--- src/rtl/toy_bpu_rob_ctrl.sv ---
// Fetch ROB controller: tags icache requests with ROB entries and retires them
// in order into a single registered decode output stage.
package toy_bpu_rob_ctrl_pkg;
    localparam int unsigned FETCH_DATA_WIDTH = 32;
endpackage

module toy_bpu_rob_ctrl #(
    parameter int unsigned ROB_DEPTH = 8,
    parameter int unsigned W         = toy_bpu_rob_ctrl_pkg::FETCH_DATA_WIDTH
) (
    input  logic                         clk,
    input  logic                         rst_n,
    input  logic                         fe_ctrl_flush,
    input  logic                         icache_req_vld,
    output logic                         icache_req_rdy,
    output logic [$clog2(ROB_DEPTH)-1:0] icache_req_rob_id,
    output logic [ROB_DEPTH-1:0]         icache_prealloc,
    input  logic [ROB_DEPTH-1:0]         entry_wait_0,
    input  logic [ROB_DEPTH-1:0]         entry_valid,
    input  logic [ROB_DEPTH-1:0]         entry_invalid,
    input  logic [ROB_DEPTH*W-1:0]       entry_pld,
    output logic [ROB_DEPTH-1:0]         filter_rden,
    output logic [ROB_DEPTH-1:0]         filter_bypass,
    output logic                         dec_vld,
    output logic [W-1:0]                 dec_pld,
    input  logic                         dec_rdy
);

    localparam int unsigned PTR_W = $clog2(ROB_DEPTH);
    localparam int unsigned CNT_W = PTR_W + 1;
    localparam logic [CNT_W-1:0] FULL_CNT = CNT_W'(ROB_DEPTH);

    logic [PTR_W-1:0] head_q, head_d;
    logic [PTR_W-1:0] tail_q, tail_d;
    logic [CNT_W-1:0] count_q, count_d;
    logic             dec_vld_q, dec_vld_d;
    logic [W-1:0]     dec_pld_q, dec_pld_d;

    logic         alloc;
    logic         head_ok;
    logic         out_free;
    logic         do_drop;
    logic         do_read;
    logic         retire;
    logic [W-1:0] head_pld;

    // Head arbitration: a released entry drains without needing the output slot,
    // but only once its icache ack is no longer outstanding.
    always_comb begin
        icache_req_rdy = (count_q != FULL_CNT) && !fe_ctrl_flush;
        alloc          = icache_req_vld && icache_req_rdy;
        head_ok        = (count_q != '0) && !fe_ctrl_flush;
        out_free       = !dec_vld_q || dec_rdy;
        head_pld       = entry_pld[32'(head_q) * W +: W];
        do_drop        = head_ok && entry_invalid[head_q] && !entry_wait_0[head_q];
        do_read        = head_ok && !entry_invalid[head_q] && entry_valid[head_q] && out_free;
        retire         = do_drop || do_read;

        icache_prealloc = alloc   ? (ROB_DEPTH'(1) << tail_q) : '0;
        filter_rden     = do_read ? (ROB_DEPTH'(1) << head_q) : '0;
        filter_bypass   = do_drop ? (ROB_DEPTH'(1) << head_q) : '0;
    end

    // Next-state for pointers, occupancy and the decode output register.
    always_comb begin
        head_d    = head_q;
        tail_d    = tail_q;
        count_d   = count_q;
        dec_vld_d = dec_vld_q;
        dec_pld_d = dec_pld_q;

        if (fe_ctrl_flush) begin
            head_d    = '0;
            tail_d    = '0;
            count_d   = '0;
            dec_vld_d = 1'b0;
        end else begin
            if (alloc) begin
                tail_d = tail_q + PTR_W'(1);
            end
            if (retire) begin
                head_d = head_q + PTR_W'(1);
            end
            case ({alloc, retire})
                2'b10:   count_d = count_q + CNT_W'(1);
                2'b01:   count_d = count_q - CNT_W'(1);
                default: count_d = count_q;
            endcase
            if (do_read) begin
                dec_vld_d = 1'b1;
                dec_pld_d = head_pld;
            end else if (out_free) begin
                dec_vld_d = 1'b0;
            end
        end
    end

    always_ff @(posedge clk or negedge rst_n) begin
        if (!rst_n) begin
            head_q    <= '0;
            tail_q    <= '0;
            count_q   <= '0;
            dec_vld_q <= 1'b0;
            dec_pld_q <= '0;
        end else begin
            head_q    <= head_d;
            tail_q    <= tail_d;
            count_q   <= count_d;
            dec_vld_q <= dec_vld_d;
            dec_pld_q <= dec_pld_d;
        end
    end

    assign icache_req_rob_id = tail_q;
    assign dec_vld           = dec_vld_q;
    assign dec_pld           = dec_pld_q;

endmodule

--- config.mk ---
export PLATFORM = sky130hd
export DESIGN_NAME = toy_bpu_rob_ctrl
export DESIGN_NICKNAME = d
export VERILOG_FILES = /design/src/rtl/toy_bpu_rob_ctrl.sv
export SDC_FILE = /design/constraint.sdc
export NUM_CORES = 1
export LEC_CHECK = 0
export ABC_CLOCK_PERIOD_IN_PS = 2900
export CAP_MARGIN = 20
export CORE_AREA = 2 2 133 135
export CTS_CLUSTER_DIAMETER = 30
export DETAILED_ROUTE_END_ITERATION = 8
export DIE_AREA = 0 0 135 137
export PLACE_DENSITY = 0.66
export SYNTH_ARGS = -nofsm -noshare
export SYNTH_HDL_FRONTEND = slang
export SYNTH_SLANG_ARGS = --single-unit
--- constraint.sdc ---
create_clock -name clk -period 2.9 [get_ports clk]
set_clock_uncertainty 0.1 [all_clocks]
set_input_delay 0.435 -clock clk [delete_from_list [all_inputs] [get_ports clk]]
set_output_delay 0.435 -clock clk [all_outputs]
set_load 0.1 [all_outputs]
* After elaboration in Yosys (flattened, before gate mapping)
Index checks and enable logic that the tools add are counted.
** Word-level totals
- Bits in registers :: 43
- Bits of input ports :: 285
- Output and inout bits :: 61
- Logic and storage cells :: 55
** Cells by class
- $add $sub $neg :: 4
- $lt $le $gt $ge :: 1
- Equality and inequality tests :: 3
- Shifts and indexed selects :: 3
- Mux-type cells :: 18
- Bitwise operators :: 1
- Reductions and logical operators :: 20
** Operators by type and width (number)
- $shiftx A256 B9 Y32 :: 1
- $mux W8 :: 3
- $shl A1 B3 Y8 const A :: 2
- $mux W3 :: 4
- $bmux W1 S3 :: 3
- $logic_and A1 B1 Y1 :: 8
- $pmux W4 S2 :: 1
- $add A3 B1 Y3 const B :: 2
- $mux W1 :: 6
- $reduce_bool A3 Y1 :: 2
- $add A4 B1 Y4 const B :: 1
- $logic_not A1 Y1 :: 4
- $lt A3 B4 Y1 const B :: 1
- $mux W4 :: 1
- $ne A4 B4 Y1 const B :: 1
- $reduce_bool A2 Y1 :: 2
- $reduce_bool A4 Y1 :: 1
- $sub A4 B1 Y4 const B :: 1
- $eq A2 B1 Y1 const B :: 1
- $eq A2 B2 Y1 const B :: 1
- $logic_or A1 B1 Y1 :: 2
- $reduce_and A2 Y1 :: 1
- $not A1 Y1 :: 1

* Depth between registers and ports, before layout
Gate-level depths: netlist (run 1).
- Depth after elaboration :: 10
- Depth in mapped cells :: 13
- Mapped depth without buffers :: 12

* Worst setup path before layout (run 1)
Ideal clock, no wire load.
- Kind :: flip-flop to output port
- Start :: register head_q[1]
- End :: output port filter_bypass[7]
- Arrival :: 4.155 ns
- Data required time :: 2.365 ns
- Setup slack :: -1.790 ns
- Cell stages (with the launch flop) :: 5
- Buffers on the path :: 1
- Cells stage by stage :: dfrtp_1 -> buf_6 -> mux4_1 -> mux2_2 -> nor4_1
** Between the ends
- Longest elaborated chain between the ends :: 5
- Elaborated cells between the ends (all ways) :: 9
- Classes of those cells :: shift (1); mux (5); reduce/logical (3)
** RTL lines
- start, declared :: RTL line 33 : logic [PTR_W-1:0] head_q, head_d;
- start signal, assigned :: RTL line 100 : head_q <= '0;
- start signal, assigned :: RTL line 106 : head_q <= head_d;
- $bmux W1 S3 :: RTL line 55 : do_drop = head_ok && entry_invalid[head_q] && !entry_wait_0[head_q];
- $mux W1 (implied by the code) :: RTL line 55
- $logic_and A1 B1 Y1 / $logic_not A1 Y1 (equally long branches) :: RTL line 55
- $logic_and A1 B1 Y1 :: RTL line 55
- $mux W8 (*) :: RTL line 61 : filter_bypass = do_drop ? (ROB_DEPTH'(1) << head_q) : '0;
- end, declared :: RTL line 23 : output logic [ROB_DEPTH-1:0] filter_bypass,
Every way passes the cells marked *; elsewhere a longest branch is shown, timed or not. The select of a mux whose other input is x is not followed.

* Worst setup path in the final report (run 1)
- Start :: register head_q[1]
- End :: output port filter_bypass[5]
Same word-level chain as after synthesis.

==> impl_metrics.tcl, run 1 <==
set metrics [dict create \
    grt.overflow.total 0 \
    yosys_most_used_dff "dfrtp_1" \
    cts.path.max_buffers 2 \
    hold_ws_ps 383.6 \
    hp-class "flop to flop" \
    layout.filler_cells 1501 \
    worst_hold_stages 2 \
    postRouteWirelength_um 19240 \
    fraction_of_layout_cells_with_a_size_suffix_above_1_pct 30.42 \
    synth.most_common_cell "mux4_2" \
    cp_cell_sequence "buf_6, mux4_2, mux2_4, nor3_4, buf_6, and3_2, buf_12" \
    share_of_power_burned_in_registers_pct 16.8 \
    postSynthCellCount 352 \
    yosysWarnings 0 \
    numPortBuffers 345 \
    detailroute.wirelength.met3_um 1221 \
    cts_num_sinks 43 \
    met2_wirelength_um 10290 \
    drt-met1-wl_um 7271 \
    crit_family "multiplexers" \
    floorplan_die_height_um 137 \
    violations_in_the_final_reports "negative setup slack" \
    grt_pass1_vias 4979 \
    number_of_antenna_violations_at_the_first_check_in_global_routing 2 \
    async_reset_ff_share_pct 100.0 \
    cp.arrival_ps 2460 \
    final.min_clock_period_ps 2990 \
    post_synth_instance_area_mm2 0.004183 \
    synth.top_cells.by_area "mux4_2 (35%), dfrtp_1 (26%), mux2i_1 (8.1%)" \
    avgRoutedWirePerCell_um 20.53 \
    detailedRoute.firstIterationViolations 186 \
    numCtsBuffers 5 \
    timing.critical_path.buf_inv 3 \
    crit-reg2reg-capture "count_q[2]" \
    min_from "dec_pld[18]" \
    worst_ep_required_time_ps 2370 \
    cp_slowest_stage_delay_ps 490 \
    finalCritPeriodShare_pct 103.1 \
    run_status "finished with violations" \
    cts_root_buffer "clkbuf_16" \
    ir_drop_uv 439.9 \
    max_freq_ghz 0.3344 \
    postSynthNetCount 651 \
    dr.pass1.iters 4 \
    route.detailed.vias_per_inst 4.771 \
    post_synth_most_frequent_cells "mux4_2 (65), dfrtp_1 (43), nand2_1 (41)" \
    rows 48 \
    fin_setup_tns_ps -934.7 \
    setup.worst_path.end_class "output port" \
    reg2reg_depth 13 \
    synth.distinct_cells 42 \
    worstSkewPairLatency_ps 290 \
    wire_length_of_the_first_global_routing_pass_um 28260 \
    report.final.slew_viol_count 0 \
    timing.reg2reg.setup_slack_ps -50 \
    timing.slew.headroom_pct 53.97 \
    synth_seq_area_share_pct 25.73 \
    dp_hpwl_um 15880 \
    pwr-share-clk_pct 10.9 \
    netSwitchingFraction_pct 52.78 \
    vias 4470 \
    ios 346 \
    most_used_cell_along_the_critical_path "buf_6" \
    synth_top_area_share_pct 35.00 \
    critical_path_peak_fanout 6 \
    grt.total_usage_pct 20.24 \
    critPathKind "flop to output port" \
    largest_net_degree_at_the_start_of_global_routing 45 \
    timing.final.ws_setup_ps -90.16 \
    tritoncts "done" \
    holdPathEnd "dec_pld[18]" \
    area_growth_syn_to_layout_pct 107.6 \
    synthesis.area_per_instance_um2 11.88 \
    regToRegStartpoint "head_q[1]" \
    top_layer_used "met4" \
    power.leakage_uw 0.003576 \
    hold_vio_cnt_final 0 \
    synth-edff-count 0 \
    starting_density_of_the_core_pct 24.52 \
    tightestPinTransition_ps 682.9 \
    net-switching-power_uw 3258 \
    drc_errors 0 \
    max_cap_violations 0 \
    chipWidth_um 135 \
    timing.critical_path.slowest_stage_cell "dfrtp_2" \
    placeableCoreArea_mm2 0.01706 \
    setup_viols_final 17 \
    flip_flop_and_latch_count_after_synthesis 43 \
    cts.htree.levels 2 \
    power-per-cell-area_mw_per_mm2 710.9 \
    power.combinational.fraction_pct 72.3 \
    cts.clk_slew.worst_paths_ps 60 \
    final_antenna_net_count 0 \
    p_int_uw 2915 \
    critPathLaunchType "flop" \
    design.die.area_mm2 0.01850 \
    nets 1008 \
    place_congestion 0.9217 \
    rsz0062_at_grt "true" \
    synth_area_leader_cell "mux4_2" \
]
-- area by class of cell --
cell class / instances / area, um2 / share of cell area (%)
multi-input cells: 265 / 3166 / 36.46
repair buffers: 380 / 3918 / 45.12
flip-flops and latches: 43 / 1085 / 12.49
inverters: 14 / 55.05 / 0.6340
diodes: 2 / 5.005 / 0.05764
well taps: 225 / 281.5 / 3.242
clock buffers: 6 / 138.9 / 1.599
clock inverters: 2 / 35.03 / 0.4035
-- worst max path at each step --
stage | startpoint | to | slack [ps] | depth (start not counted)
CTS | head_q[1] | filter_rden[4] | -120 | 7
floorplan | head_q[1] | filter_bypass[7] | -600 | 4
global route | head_q[1] | filter_rden[2] | -230 | 7
finish | head_q[1] | filter_bypass[5] | -90 | 7
detailed placement | entry_invalid[3] | count_q[3] | -370 | 13
global placement | entry_invalid[3] | count_q[3] | -250 | 14
-- worst reg2reg max path, stage by stage, from the launching register on --
cell and delay [ps]:
dfrtp_2 490, buf_4 150, mux2_2 340, o31ai_2 230
and4bb_1 290, a21oi_2 170, nand2b_4 160, inv_4 50
xnor2_2 140, ha_4 180, buf_4 130, xor2_1 150
nand3_1 120, o221ai_2 130
-- cells in the final DEF (no fill, tap or decap), types with 3 or more instances in the layout --
cell             instances
nand3_1                  4
clkbuf_16                5
and3_2                   3
mux4_2                  68
nor2_4                   4
xnor2_1                  3
nand2b_1                 3
ha_1                    12
clkdlybuf4s50_1        283
buf_4                   63
o21ai_1                 31
nor2_1                   5
mux2i_1                 34
and3_1                   7
buf_12                  27
inv_1                   10
nand2_1                 39
buf_6                    5
o21ai_0                  6
nor3_4                   7
dfrtp_1                 40
-- power groups by stage --
stage	Clock [uW]	Sequential (uW)	Combinational (uW)
3_3_place_gp	0	1020	4200
5_1_grt	718	1070	4710
6_report	674	1040	4460
4_1_cts	697	1030	4370
2_1_floorplan	0	2520	1510
3_5_place_dp	0	1030	4250
-- registers in the layout, summed over array words and instances (netlist names) --
register           flops
head_q                 3
icache_req_rob_id      3
count_q                4
dec_vld                1
dec_pld               32
-- per-layer routing --
layer / up-vias / global-route usage (%)
li1: 2084 / -
met1: 2161 / 23.14
met2: 197 / 37.85
met3: 28 / 4.444
met4: 0 / 5.787
met5: - / 0
-- repair_timing --
item | CTS | global route
buffers inserted | 6 | 6
setup endpoints to repair | 19 | 27
gates cloned | 1 | 0
resized for setup | 22 | 22
endpoints found under the hold margin | 0 | 14
pin swaps | 11 | 14
hold buffers | 0 | 1
-- logic make-up (layout without fill, tap and decap cells) --
family                     Yosys count  count (layout)  share of synthesized area, %
AOI/OAI and AO/OA                   51              51                         7.149
xor gates and xnor gates             6               6                         1.705
adders and majority gates           14              14                         4.188
buffers and inverters               45             402                         4.666
DFF                                 43              43                         25.73
muxes                              107             107                         46.78
other                                0               2                             0
and+or+nand+nor                     86              87                         9.782
-- stage by stage --
stage,utilization [%],std cells,area [um2],worst slack (ps),total power [uW]
global placement,48.18,916,8218,-249.7,5215
CTS,50.02,930,8532,-115.7,6098
finish,50.91,937,8683,-90.16,6173
detailed placement,48.18,916,8218,-370.7,5281
floorplan,-,352,4277,-603.4,4032
global route,50.90,936,8681,-229.6,6491
(Power assumes the default switching activity.)
==> run 2: changes to the inputs <==
- CAP_MARGIN: 20 -> 0
- PLACE_DENSITY: 0.66 -> default
- PLACE_DENSITY_LB_ADDON: default -> 0.3
==> run 2 against run 1 <==
Effect of this change: the flow still finishes with violations (negative setup slack); combinational power barely moved; design area fell by 0.12%; sequential power barely moved; setup slack improved by 43 ps; worst hold slack got worse by 370 ps; highest routed layer unchanged; first-iteration DRC count rose by 2.7%; die area did not move; sequential share of layout area barely moved; utilization fell by 0.059 points; count of clock-buffer cells in the layout rose by 2; critical path depth rose by 1.
==> impl_metrics.tcl, run 2 (synthesized netlist as in run 1, its figures left out) <==
set metrics [dict create \
    dr.pass1.iters 4 \
    finish.instance_area_mm2 0.008673 \
    finish.utilization_pct 50.85 \
    setup.worst_path.end_class "output port" \
    max_freq_ghz 0.3393 \
    tightestPinTransition_ps 590.2 \
    final_cell_count_no_fill 937 \
    timing.slew.headroom_pct 60.22 \
    finalCritPeriodShare_pct 101.6 \
    final.min_clock_period_ps 2947 \
    layout.filler_cells 1511 \
    fin_total_pwr_uw 6101 \
    hold_vio_cnt_final 0 \
    number_of_antenna_violations_at_the_first_check_in_global_routing 0 \
    worstSkewPairLatency_ps 290 \
    floorplan_die_height_um 137 \
    place_congestion 0.8441 \
    tritoncts "done" \
    ir_drop_uv 460.0 \
    cp_cell_sequence "clkdlybuf4s50_1, mux4_2, mux2i_4, and4bb_2, buf_6, nand2_8, nor3_4, buf_12" \
    timing.final.ws_setup_ps -47.04 \
    final_antenna_net_count 0 \
    worst_ep_required_time_ps 2370 \
    chipWidth_um 135 \
    report.final.slew_viol_count 0 \
    placed_cells_incl_taps 917 \
    critical_path_peak_fanout 5 \
    gr-usage-met1_pct 21.98 \
    avgRoutedWirePerCell_um 19.75 \
    use_met3_pct 4.444 \
    fin_setup_tns_ps -202.8 \
    vias 4519 \
    wire_length_of_the_first_global_routing_pass_um 26610 \
    fraction_of_layout_cells_with_a_size_suffix_above_1_pct 30.80 \
    max_cap_violations 0 \
    run_status "finished with violations" \
    grt.total_usage_pct 18.85 \
    cts.clk_slew.worst_paths_ps 60 \
    power.leakage_uw 0.003556 \
    cp.arrival_ps 2410 \
    rsz0062_at_grt "true" \
    grt.overflow.total 0 \
    dp_hpwl_um 15300 \
    route.detailed.vias_per_inst 4.823 \
    starting_density_of_the_core_pct 24.52 \
    ios 346 \
    critPathLaunchType "input port" \
    timing.reg2reg.setup_slack_ps 40 \
    power-per-cell-area_mw_per_mm2 703.4 \
    cts.htree.levels 2 \
    multi_input_gate_area_in_the_final_layout_mm2 0.003188 \
    detailed_place.area_mm2 0.008225 \
    nets 1009 \
    postRouteWirelength_um 18510 \
    timing.critical_path.slowest_stage_cell "mux4_2" \
    drc_errors 0 \
    cp_slowest_stage_delay_ps 510 \
    largest_net_degree_at_the_start_of_global_routing 51 \
    numCtsBuffers 5 \
    grt_pass1_vias 4926 \
    crit_family "buffers and inverters" \
    detailedRoute.firstIterationViolations 191 \
    critPathKind "input port to output port" \
    area_growth_syn_to_layout_pct 107.4 \
    timing.critical_path.buf_inv 3 \
    cts_root_buffer "clkbuf_16" \
    rows 48 \
    grt-busiest-layer "met2" \
    mostFrequentLayoutCell "clkdlybuf4s50_1" \
    most-common-layout-cells "clkdlybuf4s50_1 (281), mux4_2 (69), buf_4 (66), dfrtp_1 (40), nand2_1 (39)" \
    design.die.area_mm2 0.01850 \
    hp-class "input port to asynchronous set/reset pin" \
    largest_register_ff_count 32 \
    numPortBuffers 345 \
    post_cts_hold_buffer_count 0 \
    cts.path.max_buffers 2 \
    placeableCoreArea_mm2 0.01706 \
    violations_in_the_final_reports "negative setup slack" \
    setup_viols_final 6 \
    grt_util_met2_pct 34.94 \
    ff_latch_area_mm2 0.001085 \
    cts_num_sinks 43 \
]
[run 2: worst paths after layout]
| kind | start | end | depth (start not counted) |
|---|---|---|---|
| setup / recovery | entry_invalid[0] | filter_rden[0] | 8 |
| hold / removal | rst_n | dec_pld[9] | 1 |
| setup reg to reg | head_q[1] | count_q[2] | 11 |
| hold reg to reg | dec_pld[25] | dec_pld[25] | 2 |
| max in group asynchronous | rst_n | dec_pld[28] | 2 |
| min in group clk | dec_pld[25] | dec_pld[25] | 2 |
[run 2: final cells by class]
| class | instances | area share [%] |
|---|---|---|
| antenna | 1 | 0.02885 |
| clock buffer | 8 | 1.803 |
| inverter | 14 | 0.6636 |
| multi-input combinational | 265 | 36.76 |
| sequential | 43 | 12.51 |
| tap | 225 | 3.246 |
| timing repair buffer | 381 | 44.99 |
[run 2: metrics by stage]
stage	worst slack, ps	hold slack (ps)
global placement	-387.9	343.1
floorplan	-603.4	39.41
finish	-47.04	15.49
global route	-113.3	41.59
detailed placement	-567.0	345.0
CTS	-60.59	30.18
[run 2: layer usage]
| metal | share of wire, % | vias up |
|---|---|---|
| li1 | - | 2089 |
| met1 | 37 | 2192 |
| met2 | 54 | 217 |
| met3 | 7.2 | 21 |
| met4 | 1.6 | 0 |
| met5 | 0 | - |
[run 2: what timing repair did]
item                                    4_1_cts  5_1_grt
hold endpoints to repair                      0        0
gates resized for setup                      36       19
endpoints found under the setup margin       19       27
setup buffers                                 8        2
pin swaps                                     7       11
cloned                                        1        0
[run 2: power breakdown]
group	total, uW	internal [uW]	switching (uW)	leakage, uW
logic	4470	1650	2820	0.00293
registers	1030	848	179	0.000546
clock network	601	367	234	0.0000772
total	6100	2870	3240	0.00356
==> run 3: changes to the inputs <==
- PLACE_DENSITY: default -> 0.68
- PLACE_DENSITY_LB_ADDON: 0.3 -> default
- REMOVE_ABC_BUFFERS: default -> 1
==> run 3 against run 2 <==
Effect of this change: power fell by 3.0%; highest routed layer unchanged; first-iteration DRC count fell by 8.9%; setup slack got worse by 130 ps; sequential share of layout area rose by 0.17 points; global-route usage rose by 1.5 points; combinational power fell by 3%; worst hold slack improved by 160 ps; maximum frequency fell by 4.3%; the flow still finishes with violations (negative setup slack); final cell count rose by 0.32%; design area fell by 1.3%; non-clock buffer count rose by 2.
==> impl_metrics.tcl, run 3 (synthesized netlist as in run 1, its figures left out) <==
set metrics [dict create \
    run_status "finished with violations" \
    area_growth_syn_to_layout_pct 104.6 \
    cp.arrival_ps 2550 \
    crit_family "buffers and inverters" \
    postRouteWirelength_um 19410 \
    report.final.slew_viol_count 0 \
    grt.overflow.total 0 \
    rsz0062_at_grt "true" \
    timing.critical_path.slowest_stage_cell "mux4_2" \
    power-per-cell-area_mw_per_mm2 691.2 \
    violations_in_the_final_reports "negative setup slack" \
    chipWidth_um 135 \
    largest_net_degree_at_the_start_of_global_routing 50 \
    final_antenna_net_count 0 \
    ios 346 \
    cts_num_sinks 43 \
    largest_register_ff_count 32 \
    number_of_antenna_violations_at_the_first_check_in_global_routing 3 \
    mostFrequentLayoutCell "clkdlybuf4s50_1" \
    cp_slowest_stage_delay_ps 490 \
    dr.pass1.iters 4 \
    finalCritPeriodShare_pct 106.2 \
    most-common-layout-cells "clkdlybuf4s50_1 (283), mux4_2 (69), buf_4 (66), dfrtp_1 (40), nand2_1 (39)" \
    critPathKind "input port to output port" \
    nets 1010 \
    numCtsBuffers 5 \
    crit-reg2reg-capture "count_q[3]" \
    finish.instance_area_mm2 0.008559 \
    detailedRoute.firstIterationViolations 174 \
    cts.htree.levels 2 \
    regToRegStartpoint "head_q[1]" \
    ff_latch_area_mm2 0.001085 \
    multi_input_gate_area_in_the_final_layout_mm2 0.003065 \
    timing.critical_path.buf_inv 4 \
    fraction_of_layout_cells_with_a_size_suffix_above_1_pct 30.06 \
    fin_total_pwr_uw 5917 \
    timing.slew.headroom_pct 38.08 \
    detailed_place.area_mm2 0.008165 \
    final.min_clock_period_ps 3080 \
    cts.clk_slew.worst_paths_ps 60 \
    tightestPinTransition_ps 928.8 \
    critPathLaunchType "input port" \
    power.leakage_uw 0.003510 \
    ir_drop_uv 520.5 \
    critical_path_peak_fanout 9 \
    setup_viols_final 18 \
    max_freq_ghz 0.3247 \
    setup.worst_path.end_class "output port" \
    wire_length_of_the_first_global_routing_pass_um 28480 \
    timing.final.ws_setup_ps -180.1 \
    drc_errors 0 \
    tritoncts "done" \
    timing.reg2reg.setup_slack_ps -60 \
    worst_ep_required_time_ps 2370 \
    route.detailed.vias_per_inst 4.891 \
    design.die.area_mm2 0.01850 \
    avgRoutedWirePerCell_um 20.65 \
    vias 4598 \
    grt_pass1_vias 5058 \
    place_congestion 0.9108 \
    numPortBuffers 345 \
    starting_density_of_the_core_pct 24.52 \
    grt.total_usage_pct 20.32 \
    worstSkewPairLatency_ps 290 \
    timing.critical_path.from "entry_invalid[5]" \
    post_cts_hold_buffer_count 0 \
    cts.path.max_buffers 2 \
    hp-class "input port to asynchronous set/reset pin" \
    max_cap_violations 0 \
    rows 48 \
    layout.filler_cells 1488 \
    cp_cell_sequence "clkdlybuf4s50_1, mux4_2, mux2i_2, and4bb_2, buf_6, nand2_8, buf_4, nor2_4, buf_12" \
    dp_hpwl_um 16000 \
    hold_vio_cnt_final 0 \
    floorplan_die_height_um 137 \
    reg2reg_depth 14 \
    placeableCoreArea_mm2 0.01706 \
    cts_root_buffer "clkbuf_16" \
]
==> run 3: changes by cell type in the layout (fill, tap and decap cells not counted), sizes merged <==
cell	before	now
buf	98	100
clkbuf	8	6
clkdlybuf4s50	281	283
clkinv	1	2
clkinvlp	0	1
diode	1	3
dlygate4sd2	1	0
dlymetal6s2s	1	0
nand2	42	41
==> run 3: per-layer routing <==
metal | part of all wire (%) | global-route usage (%)
met3 | 7.8 | 5.444
met2 | 53 | 35.79
met5 | 0 | 0
met1 | 36 | 23.64
met4 | 3.2 | 7.755
==> run 3: power breakdown <==
part	total [uW]	leakage (uW)	switching, uW	internal [uW]
clock	567	0.0000669	248	318
sequential	1030	0.000546	185	847
combinational	4320	0.00290	2740	1580
==> run 3: worst register-to-register path, stage by stage, from the launching register on <==
cell and delay, ps:
dfrtp_2 450, buf_4 160, buf_4 130, mux2_2 270, o31ai_2 210, and4bb_2 300
a21oi_2 150, nand2b_4 160, inv_4 60, ha_4 290, a31oi_2 100, o211ai_1 210
o31ai_1 110, nand2_1 80, o21ai_0 70
==> run 3: stage by stage <==
| step | TNS (ps) | hold WS (ps) | std cells | setup WS (ps) | utilization, % |
|---|---|---|---|---|---|
| 5_1_grt | -3769 | 246.6 | 940 | -255.4 | 50.18 |
| 6_report | -1758 | 179.9 | 940 | -180.1 | 50.18 |
| 3_3_place_gp | -2161 | 372.5 | 921 | -277.1 | 47.87 |
| 2_1_floorplan | -134230 | 39.41 | 321 | -4396 | - |
| 3_5_place_dp | -3117 | 375.9 | 921 | -427.9 | 47.87 |
| 4_1_cts | -1128 | 203.5 | 933 | -105.3 | 49.63 |
==> run 3: timing repair <==
item / CTS / global route
setup endpoints to repair: 18 / 25
pin swaps: 5 / 8
hold endpoints to repair: 0 / 0
buffers inserted: 4 / 4
gates resized for setup: 34 / 16
==> run 3: final cells by class <==
class | instances | area share, %
Tap cell | 225 | 3.289
Inverter | 14 | 0.6432
Clock inverter | 2 | 0.1462
Multi-Input combinational cell | 264 | 35.81
Timing Repair Buffer | 383 | 45.84
Antenna cell | 3 | 0.08771
Sequential cell | 43 | 12.67
Clock buffer | 6 | 1.506
==> run 3: worst max path at each step <==
stage               cells after the start             end
floorplan                               5  filter_rden[0]
global placement                       12      count_q[3]
detailed placement                     13      count_q[3]
CTS                                     9  filter_rden[2]
global route                            9  filter_rden[4]
finish                                  9  filter_rden[7]
